**src/rtl/rr_arb_mux_pkg.sv**
```systemverilog
// Shared definitions for the rr_arb_mux block.
//   clog2 / sel_width : channel-index width helpers (sel_width is never below 1)
//   PRIO_RR / PRIO_FIXED : prio_mode encodings
package rr_arb_mux_pkg;

    localparam logic PRIO_RR    = 1'b0;
    localparam logic PRIO_FIXED = 1'b1;

    function automatic int unsigned clog2(input int unsigned n);
        int unsigned w;
        w = 0;
        while ((32'd1 << w) < n) begin
            w++;
        end
        return w;
    endfunction

    // A single channel still needs a one-bit index.
    function automatic int unsigned sel_width(input int unsigned n);
        return (clog2(n) == 0) ? 1 : clog2(n);
    endfunction

endpackage

```
**src/rtl/rr_arb_mux_arbiter.sv**
```systemverilog
// rr_arbiter: round-robin / fixed-priority arbiter holding the last-grant pointer.
//   clk, reset : clock and synchronous active-high reset (pointer -> N-1)
//   req        : per-channel request
//   mode       : PRIO_RR or PRIO_FIXED, applies to this cycle's arbitration
//   advance    : a transfer happens this cycle; pointer takes grant_idx
//   grant      : one-hot winner, zero when no request
//   grant_idx  : index of the winner
module rr_arbiter
    import rr_arb_mux_pkg::*;
#(
    parameter int unsigned N = 6,
    localparam int unsigned SELW = sel_width(N)
) (
    input  logic            clk,
    input  logic            reset,
    input  logic [N-1:0]    req,
    input  logic            mode,
    input  logic            advance,
    output logic [N-1:0]    grant,
    output logic [SELW-1:0] grant_idx
);

    localparam logic [SELW-1:0] LAST = SELW'(N - 1);
    localparam logic [SELW-1:0] ONE  = SELW'(1);

    logic [SELW-1:0] ptr_q;
    logic [SELW-1:0] cand;
    logic            found;

    // Walk N candidates starting at ptr+1 (or 0 in fixed mode); wrap is an
    // explicit compare against N-1 so non-power-of-2 N works.
    always_comb begin
        grant     = '0;
        grant_idx = '0;
        found     = 1'b0;
        if (mode == PRIO_FIXED) begin
            cand = '0;
        end else begin
            cand = (ptr_q == LAST) ? '0 : ptr_q + ONE;
        end
        for (int unsigned k = 0; k < N; k++) begin
            if (!found && req[cand]) begin
                found       = 1'b1;
                grant[cand] = 1'b1;
                grant_idx   = cand;
            end
            cand = (cand == LAST) ? '0 : cand + ONE;
        end
    end

    always_ff @(posedge clk) begin
        if (reset) begin
            ptr_q <= LAST;
        end else if (advance) begin
            ptr_q <= grant_idx;
        end
    end

endmodule

```
**src/rtl/rr_arb_mux.sv**
```systemverilog
// rr_arb_mux: N-channel arbitrated selector feeding one registered output word.
//   clk, reset  : clock and synchronous active-high reset
//   prio_mode   : 0 round-robin, 1 fixed priority (index 0 highest)
//   in_valid    : per-channel request
//   in_ready    : per-channel accept, one-hot or zero
//   in_data     : channel i at [i*WIDTH +: WIDTH]
//   out_valid   : output register holds a word
//   out_ready   : downstream accepts
//   out_data    : registered word
//   out_sel     : channel index of out_data
module rr_arb_mux
    import rr_arb_mux_pkg::*;
#(
    parameter int unsigned WIDTH = 32,
    parameter int unsigned N     = 6,
    localparam int unsigned SELW = sel_width(N)
) (
    input  logic               clk,
    input  logic               reset,
    input  logic               prio_mode,
    input  logic [N-1:0]       in_valid,
    output logic [N-1:0]       in_ready,
    input  logic [N*WIDTH-1:0] in_data,
    output logic               out_valid,
    input  logic               out_ready,
    output logic [WIDTH-1:0]   out_data,
    output logic [SELW-1:0]    out_sel
);

    logic             load_en;
    logic             transfer;
    logic [N-1:0]     grant;
    logic [SELW-1:0]  grant_idx;
    logic [WIDTH-1:0] mux_word;

    // The output register can take a word when empty or being drained.
    assign load_en  = !out_valid || out_ready;
    assign transfer = load_en && (|in_valid) && !reset;
    assign in_ready = transfer ? grant : '0;

    rr_arbiter #(
        .N (N)
    ) u_arbiter (
        .clk       (clk),
        .reset     (reset),
        .req       (in_valid),
        .mode      (prio_mode),
        .advance   (transfer),
        .grant     (grant),
        .grant_idx (grant_idx)
    );

    always_comb begin
        mux_word = '0;
        for (int unsigned i = 0; i < N; i++) begin
            if (grant_idx == SELW'(i)) begin
                mux_word = in_data[i*WIDTH +: WIDTH];
            end
        end
    end

    always_ff @(posedge clk) begin
        if (reset) begin
            out_valid <= 1'b0;
            out_data  <= '0;
            out_sel   <= '0;
        end else if (transfer) begin
            out_valid <= 1'b1;
            out_data  <= mux_word;
            out_sel   <= grant_idx;
        end else if (out_ready) begin
            // Drain: data and index hold their last values.
            out_valid <= 1'b0;
        end
    end

endmodule
```
**config.mk**
```make
export PLATFORM = sky130hd
export DESIGN_NAME = rr_arb_mux
export DESIGN_NICKNAME = d
export VERILOG_FILES = /design/src/rtl/rr_arb_mux_pkg.sv /design/src/rtl/rr_arb_mux_arbiter.sv /design/src/rtl/rr_arb_mux.sv
export SDC_FILE = /design/constraint.sdc
export NUM_CORES = 1
export LEC_CHECK = 0
export ABC_CLOCK_PERIOD_IN_PS = 3100
export CAP_MARGIN = 20
export CORE_AREA = 10 10 120 122
export DETAILED_ROUTE_END_ITERATION = 10
export DIE_AREA = 0 0 130 132
export HOLD_SLACK_MARGIN = 0.05
export PLACE_DENSITY = 0.71
export SETUP_SLACK_MARGIN = 0.3
export SLEW_MARGIN = 0
export SYNTH_ARGS = -nofsm -noshare
export SYNTH_HDL_FRONTEND = slang
export SYNTH_HIERARCHICAL = 1
export SYNTH_SLANG_ARGS = --single-unit
```
**constraint.sdc**
```tcl
create_clock -name clk -period 3.1 [get_ports clk]
set_input_delay 0.31 -clock clk [delete_from_list [all_inputs] [get_ports clk]]
set_output_delay 0.31 -clock clk [all_outputs]
set_load 0.005 [all_outputs]
```
==> impl_metrics.tcl, run 1 <==
set metrics [dict create \
    status "finished, violations left" \
    violations "negative setup slack" \
    p_sw_frac 0.360 \
    grt_max_degree 45 \
    end_kind "flop" \
    tightest_slew_ns 0.452 \
    placed_cell_area_sq_um 6910 \
    place_congestion 0.908 \
    ys_types 65 \
    finish.instance_area_sq_um 8000 \
    rows 40 \
    multi_input_area_sq_um 3150 \
    switching_power_uw 1240 \
    max_freq_mhz 308 \
    cts-root-buf "clkbuf_16" \
    fill_cells 992 \
    regArea_sq_um 792 \
    reg2reg_depth 14 \
    ys_warn_count 6 \
    fin_crit_ns 3.25 \
    layout_commonest_cell "clkdlybuf4s50_1" \
    fin_util 0.672 \
    clkPwrFrac 0.145 \
    drive_gt1_frac 0.310 \
    setup_ws_ns -0.151 \
    syn_to_final_growth_pct 113 \
    grt_pass1_vias 5345 \
    avgViaCountPerCell 5.78 \
    maxSlewViolCount 0 \
    min_path_type "reg -> reg" \
    port-buffer-count 243 \
    cts_buffer_depth 2 \
    synth-seq-cells 39 \
    clkTransAtPathRegs_ns 0.06 \
    slew_headroom 0.697 \
    die_height_um 132 \
    wirelength_mm 22.9 \
    hold_ws_ns 0.466 \
    power_density_nw_per_um2 429 \
    drt-initial-drc-count 480 \
    yosys-top-cells-area "dfxtp_1 21%, mux4_2 11%, mux2i_1 9.6%" \
    synth_area_per_cell_sq_um 8.45 \
    synth_fp_nets 647 \
    ant_nets 0 \
    hpwlAfterDp_mm 17.6 \
    die_area_sq_um 17200 \
    ys.flop_type "dfxtp_1" \
    ys_seq_area_frac 0.208 \
    netlist.area_leader.share 0.208 \
    rsz0062_at_grt "true" \
    path_class "reg -> reg" \
    start_util 0.316 \
    layout_common_cells "233 x clkdlybuf4s50_1, 92 x buf_4, 36 x dfxtp_1" \
    io_pins 244 \
    path_max_fanout 7 \
    syn_area_sq_um 3760 \
    skew_ns 0.00692 \
    grt_pass1_wl_mm 33.1 \
    numClockSinks 39 \
    peakVddDrop_v 0.000267 \
    seq_power_share 0.194 \
    antenna_cells 0 \
    hold_depth 2 \
    layout.nets 982 \
    intPower_uw 2200 \
    yosys.area.top_type "dfxtp_1" \
    drv_cap 0 \
    finalCritPeriodShare 1.05 \
    crit_required_ns 3.26 \
    placeableCoreArea_sq_um 11900 \
    finalSetupViolCount 37 \
    dr.pass1.iters 5 \
    cp_data_arrival_time_ns 3.41 \
    hold_viol 0 \
    synth_edf_count 0 \
    drc 0 \
    insertion_delay_ns 0.28 \
    antenna_found_initial 0 \
    async_flop_share 0 \
    cts_buffers 5 \
    track_usage 0.247 \
    cp-start-kind "flop" \
    htree_levels 2 \
    synthCells 445 \
    grt-ovfl-total 0 \
    leakagePower_uw 0.00315 \
    pwr-share-comb 0.661 \
    pre_cts_ws_ns -0.746 \
    die_w_um 130 \
    cts_tree "built" \
    detail_route.wl_per_cell_um 24.7 \
    num_vias 5362 \
]
==> kinds of logic (layout without fill, tap and decap cells) <==
| kind of cell | count (synthesis) | count (layout) | share of synthesized area |
|---|---|---|---|
| AO/OA/AOI/OAI | 173 | 173 | 0.334 |
| buffers and inverters | 52 | 388 | 0.0738 |
| flip-flops | 39 | 39 | 0.208 |
| multiplexers | 57 | 57 | 0.216 |
| AND/OR/NAND/NOR | 124 | 124 | 0.169 |
==> state kept, by name (all words and copies together), names as in the netlist <==
signal           count
out_sel              3
u_arbiter/ptr_q      3
out_valid            1
out_data            32
==> layer usage <==
layer / global-route usage / share of wire / vias up
met2: 0.448 / 0.51 / 293
met5: 0 / 0 / -
met3: 0.0575 / 0.082 / 45
li1: - / - / 2428
met4: 0.0538 / 0.030 / 0
met1: 0.282 / 0.38 / 2596
==> metrics by stage <==
stage,instances,total power (uW),setup TNS [ns]
4_1_cts,913,3230,-1.90
3_5_place_dp,876,2460,-22.33
5_1_grt,928,3590,-8.35
3_3_place_gp,876,2430,-20.23
2_1_floorplan,445,1610,0
6_report,928,3430,-3.99
==> power groups by stage <==
| stage | registers [uW] | logic, uW | clock network, uW |
|---|---|---|---|
| finish | 667 | 2270 | 497 |
| global placement | 667 | 1770 | 0 |
| detailed placement | 672 | 1790 | 0 |
| global route | 677 | 2390 | 524 |
| CTS | 665 | 2050 | 509 |
| floorplan | 664 | 946 | 0 |
==> area by class of cell <==
type / instances / share of cell area
clock buffers: 7 / 0.0166
clock inverters: 1 / 0.000625
inverters: 6 / 0.00344
multi-input cells: 354 / 0.394
flip-flops and latches: 39 / 0.0990
well taps: 147 / 0.0230
repair buffers: 374 / 0.464
==> Yosys cell counts (all sizes together), types with 4 or more instances <==
library cell	number
a22o	21
buf	28
and3	4
inv	6
clkbuf	18
nand2	35
a32o	14
nor3	7
o21ai	43
or3	4
a221o	4
mux2i	36
a21oi	13
mux4	19
nor4	4
nand2b	7
and2	7
a211o	5
nor2	34
dfxtp	39
a22oi	28
o22ai	17
a31oi	4
==> repair_timing <==
action,4_1_cts,5_1_grt
hold buffers,0,0
endpoints found under the setup margin,41,41
setup buffers,25,11
pin swaps,29,26
cloned,4,4
gates resized for setup,100,43
==> worst max-delay path: stages, from the launching register on <==
cell and delay [ns]:
dfxtp_4 0.38, buf_6 0.13, a21oi_1 0.30, o22ai_2 0.15, a211oi_2 0.29, buf_4 0.19
nand2_4 0.10, a21oi_4 0.19, a2bb2oi_4 0.22, buf_4 0.15, buf_12 0.14, mux4_2 0.55
nand2_1 0.09, o21ai_1 0.07, a22o_1 0.18
==> worst paths after layout <==
| kind | start | to | slack [ns] |
|---|---|---|---|
| worst min-delay path | out_sel[2]$_SDFFE_PP0P_ | out_sel[2]$_SDFFE_PP0P_ | 0.47 |
| worst max register to register | u_arbiter/ptr_q[0]$_SDFFE_PP1P_ | out_data[1]$_SDFFE_PP0P_ | -0.15 |
| worst max-delay path | u_arbiter/ptr_q[0]$_SDFFE_PP1P_ | out_data[1]$_SDFFE_PP0P_ | -0.15 |
| worst min register to register | out_sel[2]$_SDFFE_PP0P_ | out_sel[2]$_SDFFE_PP0P_ | 0.47 |
Note: power is estimated with default switching activity, not from simulation.
==> run 2, diff against run 1 <==
--- a/config.mk
+++ b/config.mk
@@ -8,6 +8,7 @@
 export ABC_CLOCK_PERIOD_IN_PS = 3100
 export CAP_MARGIN = 20
 export CORE_AREA = 10 10 120 122
+export CTS_BUF_LIST = sky130_fd_sc_hd__clkbuf_16
 export DETAILED_ROUTE_END_ITERATION = 10
 export DIE_AREA = 0 0 130 132
 export HOLD_SLACK_MARGIN = 0.05
==> run 2 against run 1 <==
First-iteration DRC count fell by 0.83%; clock skew shrank 0.00052 ns; clock power decreased by 1%; the run still ends with negative setup slack left; routed wire length rose by 0.12%; utilization is the same; register-to-register slack barely moved; power shrank 0.17%; die area stayed put; critical endpoint unchanged; via count about the same; sequential share of layout area unchanged; non-clock buffer count unchanged.
==> impl_metrics.tcl, run 2 (synthesis gave the netlist of run 1 again) <==
set metrics [dict create \
    status "finished, violations left" \
    violations "negative setup slack" \
    max_freq_mhz 308 \
    start_util 0.316 \
    tightest_slew_ns 0.477 \
    num_vias 5358 \
    hold_ws_ns 0.466 \
    slew_headroom 0.682 \
    power_density_nw_per_um2 428 \
    clkPwrFrac 0.143 \
    cts-root-buf "clkbuf_16" \
    antenna_found_initial 0 \
    largest_reg_flops 32 \
    wirelength_mm 22.9 \
    grt_pass1_vias 5345 \
    pwr-share-comb 0.662 \
    finalCritPeriodShare 1.05 \
    finish.instance_area_sq_um 8000 \
    peakVddDrop_v 0.000267 \
    track_usage 0.247 \
    p_sw_frac 0.361 \
    grt_max_degree 45 \
    setup_ws_ns -0.152 \
    switching_power_uw 1240 \
    avgViaCountPerCell 5.77 \
    slowest_delay_ns 0.55 \
    placed_cell_area_sq_um 6910 \
    htree_levels 2 \
    cts_buffers 5 \
    path_max_fanout 7 \
    cpMaxStageDelayCell "mux4_2" \
    drv_cap 0 \
    io_pins 244 \
    die_height_um 132 \
    clkTransAtPathRegs_ns 0.06 \
    skew_ns 0.00640 \
    layout_common_cells "233 x clkdlybuf4s50_1, 92 x buf_4, 36 x dfxtp_1" \
    drc 0 \
    intPower_uw 2190 \
    pre_cts_ws_ns -0.746 \
    insertion_delay_ns 0.28 \
    rsz0062_at_grt "true" \
    reg.largest.list "out_data: 32 flops, out_sel: 3 flops, u_arbiter/ptr_q: 3 flops" \
    path_class "reg -> reg" \
    antenna_cells 0 \
    crit_required_ns 3.26 \
    die_w_um 130 \
    hold_depth 2 \
    numClockSinks 39 \
    finalSetupViolCount 37 \
    layout.nets 982 \
    reg2reg_depth 14 \
    drive_gt1_frac 0.310 \
    drt-initial-drc-count 476 \
    cp_common_cell "buf_4" \
    fill_cells 992 \
    seq_power_share 0.195 \
    port-buffer-count 243 \
    cts_buffer_depth 2 \
    dr.pass1.iters 5 \
    cts_tree "built" \
    end_kind "flop" \
    top_register "out_data" \
    cp_data_arrival_time_ns 3.42 \
    cp_cell_sequence "buf_6 -> a21oi_1 -> o22ai_2 -> a211oi_2 -> buf_4 -> nand2_4 -> a21oi_4 -> a2bb2oi_4 -> buf_4 -> buf_12 -> mux4_2 -> nand2_1 -> o21ai_1 -> a22o_1" \
    fin_total_pwr_uw 3430 \
    rows 40 \
    layout_commonest_cell "clkdlybuf4s50_1" \
    min_path_type "reg -> reg" \
    leakagePower_uw 0.00316 \
    maxSlewViolCount 0 \
    hpwlAfterDp_mm 17.6 \
    syn_to_final_growth_pct 113 \
    grt-ovfl-total 0 \
    hold_viol 0 \
    cp-start-kind "flop" \
    place_congestion 0.908 \
    placeableCoreArea_sq_um 11900 \
    grt_pass1_wl_mm 33.1 \
    detail_route.wl_per_cell_um 24.7 \
    ant_nets 0 \
    fin_crit_ns 3.25 \
    die_area_sq_um 17200 \
]
==> run 2: path summary, 6_finish.rpt <==
path | slack (ns) | endpoint | from
worst min-delay path | 0.47 | out_sel[2]$_SDFFE_PP0P_ | out_sel[2]$_SDFFE_PP0P_
worst min register to register | 0.47 | out_sel[2]$_SDFFE_PP0P_ | out_sel[2]$_SDFFE_PP0P_
worst max register to register | -0.15 | out_data[1]$_SDFFE_PP0P_ | u_arbiter/ptr_q[0]$_SDFFE_PP1P_
worst max-delay path | -0.15 | out_data[1]$_SDFFE_PP0P_ | u_arbiter/ptr_q[0]$_SDFFE_PP1P_
==> run 2: area by class of cell <==
cell class                      instances  area (sq um)  share of cell area
Inverter                                6          27.5             0.00344
Multi-Input combinational cell        354          3150               0.394
Clock buffer                            5           125              0.0156
Clock inverter                          3          12.5             0.00156
Timing Repair Buffer                  374          3710               0.464
Sequential cell                        39           792              0.0990
Tap cell                              147           184              0.0230
==> run 2: repair_timing <==
action | CTS | global route
hold buffers | 0 | 0
setup endpoints to repair | 41 | 41
buffers inserted | 25 | 11
pin swaps | 29 | 26
gates cloned | 4 | 4
gates resized for setup | 100 | 43
endpoints found under the hold margin | 0 | 0
==> run 2: per-layer routing <==
metal	share of wire	global-route usage
met1	0.38	0.282
met2	0.51	0.448
met3	0.079	0.0575
met4	0.030	0.0538
met5	0	0
==> run 2: worst max-delay path: cells and delay by family, from the launching register on <==
family                 cells  cell delay, ns
multiplexers               1            0.55
flip-flops                 1            0.38
AND/OR/NAND/NOR            2            0.19
AO/OA/AOI/OAI              7            1.40
buffers and inverters      4            0.61
==> run 2: power groups by stage <==
stage,logic (uW),clock network (uW),registers [uW]
CTS,2050,503,665
global placement,1770,0,667
global route,2390,518,677
floorplan,946,0,664
finish,2270,490,667
detailed placement,1790,0,672
==> run 2: stage by stage <==
stage | TNS [ns] | cells | utilization
global placement | -20.23 | 876 | 0.580
global route | -8.35 | 928 | 0.672
detailed placement | -22.33 | 876 | 0.580
finish | -4.03 | 928 | 0.672
CTS | -1.90 | 913 | 0.639
floorplan | 0 | 445 | -
